### config.mk
export PLATFORM = sky130hd
export DESIGN_NAME = drop_host
export DESIGN_NICKNAME = d
export VERILOG_FILES = /design/src/rtl/drop_host.sv
export SDC_FILE = /design/constraint.sdc
export NUM_CORES = 1
export LEC_CHECK = 0
export BUFFER_PORTS_ARGS = -buffer_cell sky130_fd_sc_hd__buf_2
export CORE_ASPECT_RATIO = 0.9
export CORE_MARGIN = 10
export CORE_UTILIZATION = 52
export DETAILED_ROUTE_END_ITERATION = 10
export PLACE_DENSITY_LB_ADDON = 0.2
export SYNTH_ARGS = -nofsm -noshare
export SYNTH_HDL_FRONTEND = slang
export SYNTH_SLANG_ARGS = --single-unit
### constraint.sdc
create_clock -name clk -period 21.7 [get_ports clk]
set_input_delay 0 -clock clk [delete_from_list [all_inputs] [get_ports clk]]
set_output_delay 0 -clock clk [all_outputs]
set_load 0.05 [all_outputs]
### src/rtl/drop_host.sv
// drop_host: game-side initiator of the placement-request protocol.
// Pulls a tile from the feeder, asks the placement client where to put it,
// validates the answer and lands the piece on a per-column height map.
//
// Ports:
//   clk, rst_n             clock, asynchronous active-low reset
//   i_start                pulse; leaves IDLE/OVER and clears the board
//   i_block_valid/_in      feeder handshake and tile code
//   o_block_ready          host accepts a tile this cycle
//   o_req_to_client        placement request, o_cur_block stable while high
//   i_resp_from_client     client answer valid, with i_opt_col/i_opt_rotation
//   o_busy                 not IDLE and not OVER
//   o_game_over            board overflowed
//   o_invalid_resp         sticky: out-of-range column seen
//   o_timeout_flag         sticky: client failed to answer in time
//   o_pieces_placed        saturating landed-piece count
//   i_dbg_col/o_dbg_height combinational height read-back port
module drop_host #(
  parameter int unsigned BOARD_W = 10,
  parameter int unsigned BOARD_H = 16,
  parameter int unsigned TIMEOUT = 16
) (
  input  logic       clk,
  input  logic       rst_n,
  input  logic       i_start,
  input  logic       i_block_valid,
  input  logic [3:0] i_block_in,
  output logic       o_block_ready,
  output logic       o_req_to_client,
  output logic [3:0] o_cur_block,
  input  logic       i_resp_from_client,
  input  logic [3:0] i_opt_col,
  input  logic [1:0] i_opt_rotation,
  output logic       o_busy,
  output logic       o_game_over,
  output logic       o_invalid_resp,
  output logic       o_timeout_flag,
  output logic [7:0] o_pieces_placed,
  input  logic [3:0] i_dbg_col,
  output logic [4:0] o_dbg_height
);

  localparam int unsigned CntW = (TIMEOUT > 1) ? $clog2(TIMEOUT) : 1;
  localparam logic [CntW-1:0] CntLast = CntW'(TIMEOUT - 1);
  localparam logic [5:0] BoardW = 6'(BOARD_W);
  localparam logic [5:0] BoardH = 6'(BOARD_H);

  typedef enum logic [2:0] {StIdle, StFetch, StReq, StDrop, StPlace, StOver} state_e;

  state_e          r_state, w_state_d;
  logic [3:0]      r_cur_block, w_cur_block_d;
  logic [3:0]      r_col, w_col_d;
  logic [1:0]      r_rot, w_rot_d;
  logic [CntW-1:0] r_cnt, w_cnt_d;
  logic [7:0]      r_pieces, w_pieces_d;
  logic            r_game_over, w_game_over_d;
  logic            r_invalid, w_invalid_d;
  logic            r_timeout, w_timeout_d;
  logic [4:0]      r_heights [BOARD_W];
  logic [4:0]      w_heights_d [BOARD_W];

  // Piece geometry for the latched tile/answer.
  logic       w_square, w_vert, w_bad_col;
  logic [5:0] w_width_raw, w_end_raw;
  logic [5:0] w_col, w_width, w_height, w_end, w_base, w_top;
  logic       w_overflow;

  assign w_square    = (r_cur_block != 4'd0);
  assign w_vert      = !w_square && r_rot[0];
  assign w_width_raw = w_square ? 6'd2 : (w_vert ? 6'd1 : 6'd4);
  assign w_end_raw   = {2'b00, r_col} + w_width_raw;
  assign w_bad_col   = (w_end_raw > BoardW);
  // An out-of-range answer falls back to column 0 with rotation-0 geometry.
  assign w_col       = w_bad_col ? 6'd0 : {2'b00, r_col};
  assign w_width     = w_bad_col ? (w_square ? 6'd2 : 6'd4) : w_width_raw;
  assign w_height    = w_square ? 6'd2 : ((w_vert && !w_bad_col) ? 6'd4 : 6'd1);
  assign w_end       = w_col + w_width;

  always_comb begin
    w_base = 6'd0;
    for (int unsigned c = 0; c < BOARD_W; c++) begin
      if (6'(c) >= w_col && 6'(c) < w_end && {1'b0, r_heights[c]} > w_base) begin
        w_base = {1'b0, r_heights[c]};
      end
    end
  end

  assign w_top      = w_base + w_height;
  assign w_overflow = (w_top > BoardH);

  always_comb begin
    w_state_d     = r_state;
    w_cur_block_d = r_cur_block;
    w_col_d       = r_col;
    w_rot_d       = r_rot;
    w_cnt_d       = r_cnt;
    w_pieces_d    = r_pieces;
    w_game_over_d = r_game_over;
    w_invalid_d   = r_invalid;
    w_timeout_d   = r_timeout;
    for (int unsigned c = 0; c < BOARD_W; c++) begin
      w_heights_d[c] = r_heights[c];
    end

    case (r_state)
      StIdle, StOver: begin
        if (i_start) begin
          for (int unsigned c = 0; c < BOARD_W; c++) begin
            w_heights_d[c] = 5'd0;
          end
          w_pieces_d    = 8'd0;
          w_game_over_d = 1'b0;
          w_invalid_d   = 1'b0;
          w_timeout_d   = 1'b0;
          w_state_d     = StFetch;
        end
      end
      StFetch: begin
        if (i_block_valid) begin
          w_cur_block_d = i_block_in;
          w_cnt_d       = '0;
          w_state_d     = StReq;
        end
      end
      StReq: begin
        if (i_resp_from_client) begin
          w_col_d   = i_opt_col;
          w_rot_d   = i_opt_rotation;
          w_state_d = StDrop;
        end else if (r_cnt == CntLast) begin
          w_timeout_d = 1'b1;
          w_col_d     = 4'd0;
          w_rot_d     = 2'd0;
          w_state_d   = StDrop;
        end else begin
          w_cnt_d = r_cnt + 1'b1;
        end
      end
      // The client's registered response trails request removal by a cycle;
      // this state swallows it.
      StDrop: w_state_d = StPlace;
      StPlace: begin
        if (w_bad_col) begin
          w_invalid_d = 1'b1;
        end
        if (w_overflow) begin
          w_game_over_d = 1'b1;
          w_state_d     = StOver;
        end else begin
          for (int unsigned c = 0; c < BOARD_W; c++) begin
            if (6'(c) >= w_col && 6'(c) < w_end) begin
              w_heights_d[c] = w_top[4:0];
            end
          end
          if (r_pieces != 8'hFF) begin
            w_pieces_d = r_pieces + 8'd1;
          end
          w_state_d = StFetch;
        end
      end
      default: w_state_d = StIdle;
    endcase
  end

  always_ff @(posedge clk or negedge rst_n) begin
    if (!rst_n) begin
      r_state     <= StIdle;
      r_cur_block <= 4'd0;
      r_col       <= 4'd0;
      r_rot       <= 2'd0;
      r_cnt       <= '0;
      r_pieces    <= 8'd0;
      r_game_over <= 1'b0;
      r_invalid   <= 1'b0;
      r_timeout   <= 1'b0;
      for (int unsigned c = 0; c < BOARD_W; c++) begin
        r_heights[c] <= 5'd0;
      end
    end else begin
      r_state     <= w_state_d;
      r_cur_block <= w_cur_block_d;
      r_col       <= w_col_d;
      r_rot       <= w_rot_d;
      r_cnt       <= w_cnt_d;
      r_pieces    <= w_pieces_d;
      r_game_over <= w_game_over_d;
      r_invalid   <= w_invalid_d;
      r_timeout   <= w_timeout_d;
      for (int unsigned c = 0; c < BOARD_W; c++) begin
        r_heights[c] <= w_heights_d[c];
      end
    end
  end

  always_comb begin
    o_dbg_height = 5'd0;
    for (int unsigned c = 0; c < BOARD_W; c++) begin
      if (i_dbg_col == 4'(c)) begin
        o_dbg_height = r_heights[c];
      end
    end
  end

  assign o_block_ready   = (r_state == StFetch);
  assign o_req_to_client = (r_state == StReq);
  assign o_busy          = (r_state != StIdle) && (r_state != StOver);
  assign o_cur_block     = r_cur_block;
  assign o_game_over     = r_game_over;
  assign o_invalid_resp  = r_invalid;
  assign o_timeout_flag  = r_timeout;
  assign o_pieces_placed = r_pieces;

endmodule

==> results of run 1 <==
## per-stage QoR
stage | setup TNS, ns | worst slack [ns] | hold slack (ns) | instance area [um2]
2_1_floorplan | 0 | 1.28 | -0.296 | 7010
3_3_place_gp | 0 | 0.715 | 0.216 | 7460
3_5_place_dp | 0 | 0.565 | 0.222 | 7460
4_1_cts | 0 | 0.457 | 0.00377 | 7860
5_1_grt | -1.22 | -0.145 | 0.0212 | 8030
6_report | 0 | 1.46 | 0.00698 | 8030
## layout make-up
cell class,instances,area (um2),area share
clock buffer,10,239,0.0297
clock inverter,6,46.3,0.00576
inverter,78,295,0.0368
multi-input combinational,680,4760,0.592
sequential,77,1930,0.240
tap,168,210,0.0262
timing repair buffer,82,558,0.0695
## worst min-delay path, stage by stage
cell and delay (ns):
buf_2 0.09, nor3_1 0.06, o21a_1 0.16
## what timing repair did
action,in CTS,in global routing
hold buffers,11,0
gates resized for setup,0,26
buffers inserted,0,9
endpoints found under the setup margin,0,60
hold endpoints to repair,88,0
## flip-flops by register name, indices dropped and copies added, names as in the netlist, 3 cells and up
register,flops
r_state,3
r_cnt,4
o_cur_block,4
r_heights,50
r_col,4
o_pieces_placed,8
## metal layers
layer	global-route usage	routed length, um
met5	0	0
met2	0.347	9300
met3	0.0360	1530
met1	0.308	9340
met4	0.0559	341
## logic make-up after synthesis
| logic type | synth area share |
|---|---|
| flops | 0.275 |
| buf+inv | 0.0623 |
| fa+ha+maj | 0.0853 |
| compound gates | 0.287 |
| mux | 0.0672 |
| xor+xnor | 0.0196 |
| simple gates | 0.204 |
## cells in the mapped netlist, types with 8 or more instances
master | instances | area, um2
o21a_1 | 13 | 97.6
nor3_1 | 15 | 75.1
and2_1 | 15 | 93.8
a22o_1 | 8 | 70.1
clkbuf_1 | 29 | 109
xnor2_1 | 8 | 70.1
and3_1 | 9 | 56.3
mux2i_1 | 21 | 210
o21ai_0 | 50 | 250
a21o_1 | 14 | 105
mux2_2 | 14 | 158
dfrtp_1 | 77 | 1930
nor2_1 | 58 | 218
nand3_1 | 34 | 170
nand2_1 | 114 | 428
nand2b_1 | 10 | 62.6
o211ai_1 | 16 | 120
o22ai_1 | 36 | 225
a21oi_1 | 51 | 255
inv_1 | 77 | 289
nor2b_1 | 10 | 62.6
ha_1 | 43 | 538
o311ai_0 | 9 | 78.8
a31oi_1 | 8 | 50.1
## final timing paths
| check | start | end | slack [ns] | cells past startpoint |
|---|---|---|---|---|
| setup / recovery | o_cur_block[2] | r_heights[39] | 1.46 | 107 |
| setup reg to reg | o_cur_block[2] | r_heights[39] | 1.46 | 107 |
| min in group asynchronous | rst_n | o_cur_block[2] | 0.37 | 2 |
| hold reg to reg | o_game_over | o_game_over | 0.49 | 1 |
| max in group asynchronous | rst_n | r_heights[47] | 20.68 | 2 |
| hold / removal | i_resp_from_client | o_timeout_flag | 0.007 | 3 |
==> results.json, run 1 <==
{
  "maxSlewHeadroom": 0.333,
  "core_area_um2": 13300,
  "finalNonFillerCells": 1101,
  "grt_max_degree": 78,
  "ctsLongestPathBuffers": 2,
  "die_area_um2": 18500,
  "die_w_um": 142,
  "fmax_mhz": 49.4,
  "yosys_register_bits": 77,
  "antenna_left": 0,
  "grt_pass1_vias": 6631,
  "fill_cells": 1174,
  "fin_nets": 993,
  "cts_buffers": 9,
  "clock_skew_ns": 0.0116,
  "cts-root-buf": "clkbuf_16",
  "routedWlPerCell_um": 18.6,
  "max-cap-violations": 0,
  "drt_wl_total_mm": 20.5,
  "synth_ff_type": "dfrtp_1",
  "cts_tree": "built",
  "path_delay_family": "compound AO/OA/AOI/OAI gates",
  "crit_path_max_incr_delay_ns": 0.51,
  "worst_pin_slew_ns": 1.00,
  "gp_congestion": 0.878,
  "vias_per_cell": 6.32,
  "hold_viol_final": 0,
  "clkTransAtPathRegs_ns": 0.06,
  "drtIter0Drc": 736,
  "initial_core_util": 0.529,
  "antenna_cells": 0,
  "status": "finished clean",
  "crit_path_start_kind": "flip-flop",
  "antenna_found_initial": 0,
  "crit_path_max_fanout": 15,
  "dp.cells": 1065,
  "grt_overflow": 0,
  "critPathKind": "flip-flop to flip-flop",
  "crit_path_end_kind": "flip-flop",
  "io_pins": 42,
  "yosysUniqueCellTypes": 88,
  "die_y_um": 130,
  "synth_seq_area_share": 0.275,
  "vias": 6962,
  "period_needed_ns": 20.24,
  "drc": 0,
  "drv_slew": 0,
  "clkSinkCount": 77,
  "synth_edf_count": 0,
  "syn_nets": 935,
  "rows": 40,
  "numPortBuffers": 40,
  "setup-violations-final": 0,
  "layout_commonest_cell": "nand2_1",
  "postSynth.asyncResetShare": 1.00,
  "grt_usage": 0.220,
  "fin_crit_sh": 0.933,
  "cts-htree-levels": 3,
  "synth_area_per_cell_um2": 8.06,
  "first_pass_iters": 5,
  "cp_num_buf_inv": 15,
  "layout-drive-gt1-share": 0.165,
  "area_growth_pct": 14.5,
  "fin_util": 0.606,
  "mostFrequentLayoutCells": "114 x nand2_1, 77 x inv_1, 77 x dfrtp_1",
  "crit_arrival_ns": 20.50,
  "synthCells": 870,
  "cp.required_ns": 21.96,
  "synthesis.area_um2": 7010,
  "clock_latency_ns": 0.35,
  "hpwl_mm": 15.1,
  "yosysWarnings": 0,
  "grt_pass1_wl_mm": 33.4,
  "hold_path_class": "input pin to flip-flop",
  "crit_top_cell": "ha_1",
  "cpMaxStageDelayCell": "or4_1"
}
Power of run 1 is not shown: default switching activity piles up to over one toggle a cycle in this logic, so the estimate is an artifact.
==> inputs of run 2 (changes only) <==
--- a/config.mk
+++ b/config.mk
@@ -11,6 +11,7 @@
 export CORE_UTILIZATION = 52
 export DETAILED_ROUTE_END_ITERATION = 10
 export PLACE_DENSITY_LB_ADDON = 0.2
+export REMOVE_ABC_BUFFERS = 1
 export SYNTH_ARGS = -nofsm -noshare
 export SYNTH_HDL_FRONTEND = slang
 export SYNTH_SLANG_ARGS = --single-unit
==> results.json, run 2 (same netlist as run 1, synthesis figures left out) <==
{
  "crit_arrival_ns": 20.54,
  "grt_pass1_vias": 6373,
  "fin_nets": 998,
  "core_area_um2": 13300,
  "area_growth_pct": 15.4,
  "crit_top_cell": "ha_1",
  "crit_path_start_kind": "flip-flop",
  "rows": 40,
  "cp.required_ns": 21.88,
  "holdWs_ns": 0.0244,
  "wl_met2_mm": 9.62,
  "crit_path_max_fanout": 10,
  "drc": 0,
  "design_area_um2": 8090,
  "crit_path_end_kind": "flip-flop",
  "clkSinkCount": 77,
  "grt_usage": 0.218,
  "largest_reg_flops": 50,
  "hold_path_class": "input pin to flip-flop",
  "period_needed_ns": 20.35,
  "antenna_left": 0,
  "crit_path_max_incr_delay_ns": 0.61,
  "drt_wl_total_mm": 20.7,
  "cts-htree-levels": 3,
  "gp_congestion": 0.934,
  "cpMaxStageDelayCell": "or3_1",
  "setup-violations-final": 0,
  "cts_tree": "built",
  "hold_viol_final": 0,
  "layout_commonest_cell": "nand2_1",
  "wl_met3_mm": 1.35,
  "layout_setup_ws_ns": 1.35,
  "first_pass_iters": 5,
  "worst_pin_slew_ns": 0.981,
  "max-cap-violations": 0,
  "maxSlewHeadroom": 0.346,
  "cts_buffers": 9,
  "mostFrequentLayoutCells": "114 x nand2_1, 77 x inv_1, 77 x dfrtp_1",
  "highest-signal-layer": "met4",
  "antenna_found_initial": 0,
  "hpwl_mm": 15.3,
  "grt_overflow": 0,
  "critPathKind": "flip-flop to flip-flop",
  "placed_area_um2": 7490,
  "die_y_um": 130,
  "wl_met1_mm": 9.51,
  "drv_slew": 0,
  "antenna_cells": 0,
  "vias_per_cell": 6.26,
  "grt_pass1_wl_mm": 32.9,
  "clkTransAtPathRegs_ns": 0.06,
  "fill_cells": 1164,
  "fin_crit_sh": 0.938,
  "numPortBuffers": 40,
  "fmax_mhz": 49.1,
  "grt_max_degree": 78,
  "post-place-ws_ns": 0.707,
  "cts-root-buf": "clkbuf_16",
  "layout-drive-gt1-share": 0.168,
  "routedWlPerCell_um": 18.8,
  "die_w_um": 142,
  "setup_tns_ns": 0,
  "ctsLongestPathBuffers": 2,
  "top_register": "r_heights",
  "initial_core_util": 0.529,
  "io_pins": 42,
  "vias": 6921,
  "drtIter0Drc": 699,
  "clock_latency_ns": 0.34,
  "clock_skew_ns": 0.00392,
  "die_area_um2": 18500,
  "status": "finished clean"
}
-- run 2: cell count changes in the layout (fill, tap and decap cells not counted), sizes merged --
cell           before  now
clkdlybuf4s15       0    1
clkbuf             10    9
inv                79   78
bufinv              0    2
buf                71   75
-- run 2: area by class of cell --
class                   count  area [um2]  share of cell area
well taps                 168         210              0.0260
clock inverters             7        90.1              0.0111
multi-input cells         680        4760               0.588
repair buffers             87         591              0.0730
inverters                  78         293              0.0362
flip-flops and latches     77        1930               0.238
clock buffers               9         225              0.0278
-- run 2: timing repair --
item | 4_1_cts | 5_1_grt
hold buffers | 11 | 0
endpoints found under the setup margin | 0 | 60
buffers inserted | 0 | 8
hold endpoints to repair | 88 | 0
gates resized for setup | 0 | 23
-- run 2: per-layer routing --
layer / vias up / track usage
met4: 0 / 0.0499
met5: - / 0
met2: 222 / 0.349
met3: 29 / 0.0327
met1: 3324 / 0.304
li1: 3346 / -
-- run 2: critical path: cells and delay by family (launching register included) --
family / cells / cell delay [ns]
multiplexers: 4 / 1.24
AND/OR/NAND/NOR: 27 / 4.21
adder cells (fa/ha/maj): 13 / 3.69
AO/OA/AOI/OAI: 50 / 9.23
flip-flops: 1 / 0.42
buffers and inverters: 13 / 1.36
-- run 2: worst paths after layout --
check,slack [ns],to,depth (start not counted),from
worst max-delay path,1.35,r_heights[22],107,o_cur_block[1]
worst min-delay path,0.02,o_timeout_flag,3,i_resp_from_client
min in group asynchronous,0.35,o_pieces_placed[0],2,rst_n
worst max register to register,1.35,r_heights[22],107,o_cur_block[1]
worst min register to register,0.50,o_timeout_flag,1,o_timeout_flag
max in group asynchronous,20.70,r_heights[33],2,rst_n
-- run 2: through the flow --
stage	cells	utilization
floorplan	835	-
global placement	1070	0.564
detailed placement	1070	0.564
CTS	1097	0.597
global route	1106	0.610
finish	1106	0.610
Power of run 2 is left out for the same reason.
==> inputs of run 3 (changes only) <==
--- a/config.mk
+++ b/config.mk
@@ -10,6 +10,7 @@
 export CORE_MARGIN = 10
 export CORE_UTILIZATION = 52
 export DETAILED_ROUTE_END_ITERATION = 10
+export MAX_ROUTING_LAYER = met4
 export PLACE_DENSITY_LB_ADDON = 0.2
 export REMOVE_ABC_BUFFERS = 1
 export SYNTH_ARGS = -nofsm -noshare
==> results.json, run 3 (same netlist as run 1, synthesis figures left out) <==
{
  "fin_nets": 998,
  "setup-violations-final": 0,
  "hold_viol_final": 0,
  "antenna_found_initial": 0,
  "multi_input_area_um2": 4760,
  "cp.required_ns": 21.95,
  "status": "finished clean",
  "core_area_um2": 13300,
  "hold_path_class": "input pin to flip-flop",
  "hp-start": "i_resp_from_client",
  "r2r_start": "o_cur_block[1]",
  "first_pass_iters": 5,
  "cpMaxStageDelayCell": "or3_1",
  "top_register": "r_heights",
  "worst_pin_slew_ns": 0.974,
  "grt_max_degree": 78,
  "clock_skew_ns": 0.00303,
  "clock_latency_ns": 0.34,
  "cts_buffers": 9,
  "grt_usage": 0.224,
  "antenna_left": 0,
  "max-cap-violations": 0,
  "period_needed_ns": 20.32,
  "critPathKind": "flip-flop to flip-flop",
  "fin_crit_sh": 0.937,
  "crit_top_cell": "ha_1",
  "antenna_cells": 0,
  "initial_core_util": 0.529,
  "crit_path_end_kind": "flip-flop",
  "vias": 6923,
  "clkTransAtPathRegs_ns": 0.06,
  "cts_tree": "built",
  "drv_slew": 0,
  "fmax_mhz": 49.2,
  "grt_overflow": 0,
  "gp_congestion": 0.950,
  "ctsLongestPathBuffers": 2,
  "io_pins": 42,
  "mostFrequentLayoutCells": "114 x nand2_1, 77 x inv_1, 77 x dfrtp_1",
  "crit_path_max_incr_delay_ns": 0.67,
  "cp-startpoint": "o_cur_block[1]",
  "crit_path_start_kind": "flip-flop",
  "drt_wl_total_mm": 20.7,
  "cts-root-buf": "clkbuf_16",
  "grt_pass1_vias": 6372,
  "die_y_um": 130,
  "area_growth_pct": 15.4,
  "largest_reg_flops": 50,
  "drc": 0,
  "seqCellArea_um2": 1930,
  "clkSinkCount": 77,
  "fin_util": 0.610,
  "die_area_um2": 18500,
  "maxSlewHeadroom": 0.350,
  "die_w_um": 142,
  "crit_arrival_ns": 20.58,
  "layout-drive-gt1-share": 0.168,
  "hpwl_mm": 15.3,
  "fill_cells": 1164,
  "layout_commonest_cell": "nand2_1",
  "rows": 40,
  "drtIter0Drc": 686,
  "numPortBuffers": 40,
  "grt_pass1_wl_mm": 32.9,
  "vias_per_cell": 6.26,
  "cts-htree-levels": 3,
  "crit_path_max_fanout": 10,
  "routedWlPerCell_um": 18.8
}
## run 3: cell type report
| cell class | count | area share |
|---|---|---|
| multi-input combinational | 680 | 0.588 |
| tap | 168 | 0.0260 |
| sequential | 77 | 0.238 |
| timing repair buffer | 87 | 0.0730 |
| clock buffer | 9 | 0.0278 |
| inverter | 78 | 0.0362 |
| clock inverter | 7 | 0.0111 |
## run 3: per-stage QoR
stage | setup TNS [ns] | cells | hold slack, ns | worst slack (ns) | area [um2]
finish | 0 | 1106 | 0.0277 | 1.38 | 8090
floorplan | 0 | 835 | -0.296 | 0.473 | 6870
detailed placement | 0 | 1070 | 0.220 | 0.707 | 7490
CTS | 0 | 1097 | 0.0158 | 0.561 | 7910
global route | -0.840 | 1106 | 0.0295 | -0.0967 | 8090
global placement | 0 | 1070 | 0.223 | 0.850 | 7490
## run 3: what timing repair did
action	4_1_cts	5_1_grt
hold buffers	11	0
gates resized for setup	0	23
hold endpoints to repair	88	0
buffers inserted	0	8
setup endpoints to repair	0	60
## run 3: critical path, delay by kind of cell (launching register included)
kind / cells / cell delay (ns)
adder cells (fa/ha/maj): 14 / 3.98
AND/OR/NAND/NOR: 26 / 4.15
AO/OA/AOI/OAI: 48 / 8.79
multiplexers: 4 / 1.20
flip-flops: 1 / 0.42
buffers and inverters: 13 / 1.46
XOR/XNOR: 1 / 0.18
## run 3: path summary, 6_finish.rpt
kind,end,slack [ns],depth (start not counted)
setup / recovery,r_heights[42],1.38,106
hold reg to reg,o_timeout_flag,0.50,1
hold / removal,o_timeout_flag,0.03,3
min in group asynchronous,o_pieces_placed[0],0.36,2
setup reg to reg,r_heights[42],1.38,106
max in group asynchronous,r_heights[6],20.71,2
## run 3: layer usage
layer	track usage	wire (um)	up-vias
met5	-	0	-
li1	-	-	3344
met3	0.0305	1370	29
met4	0.0499	244	0
met2	0.348	9630	232
met1	0.306	9500	3318
Power of run 3 is left out for the same reason.
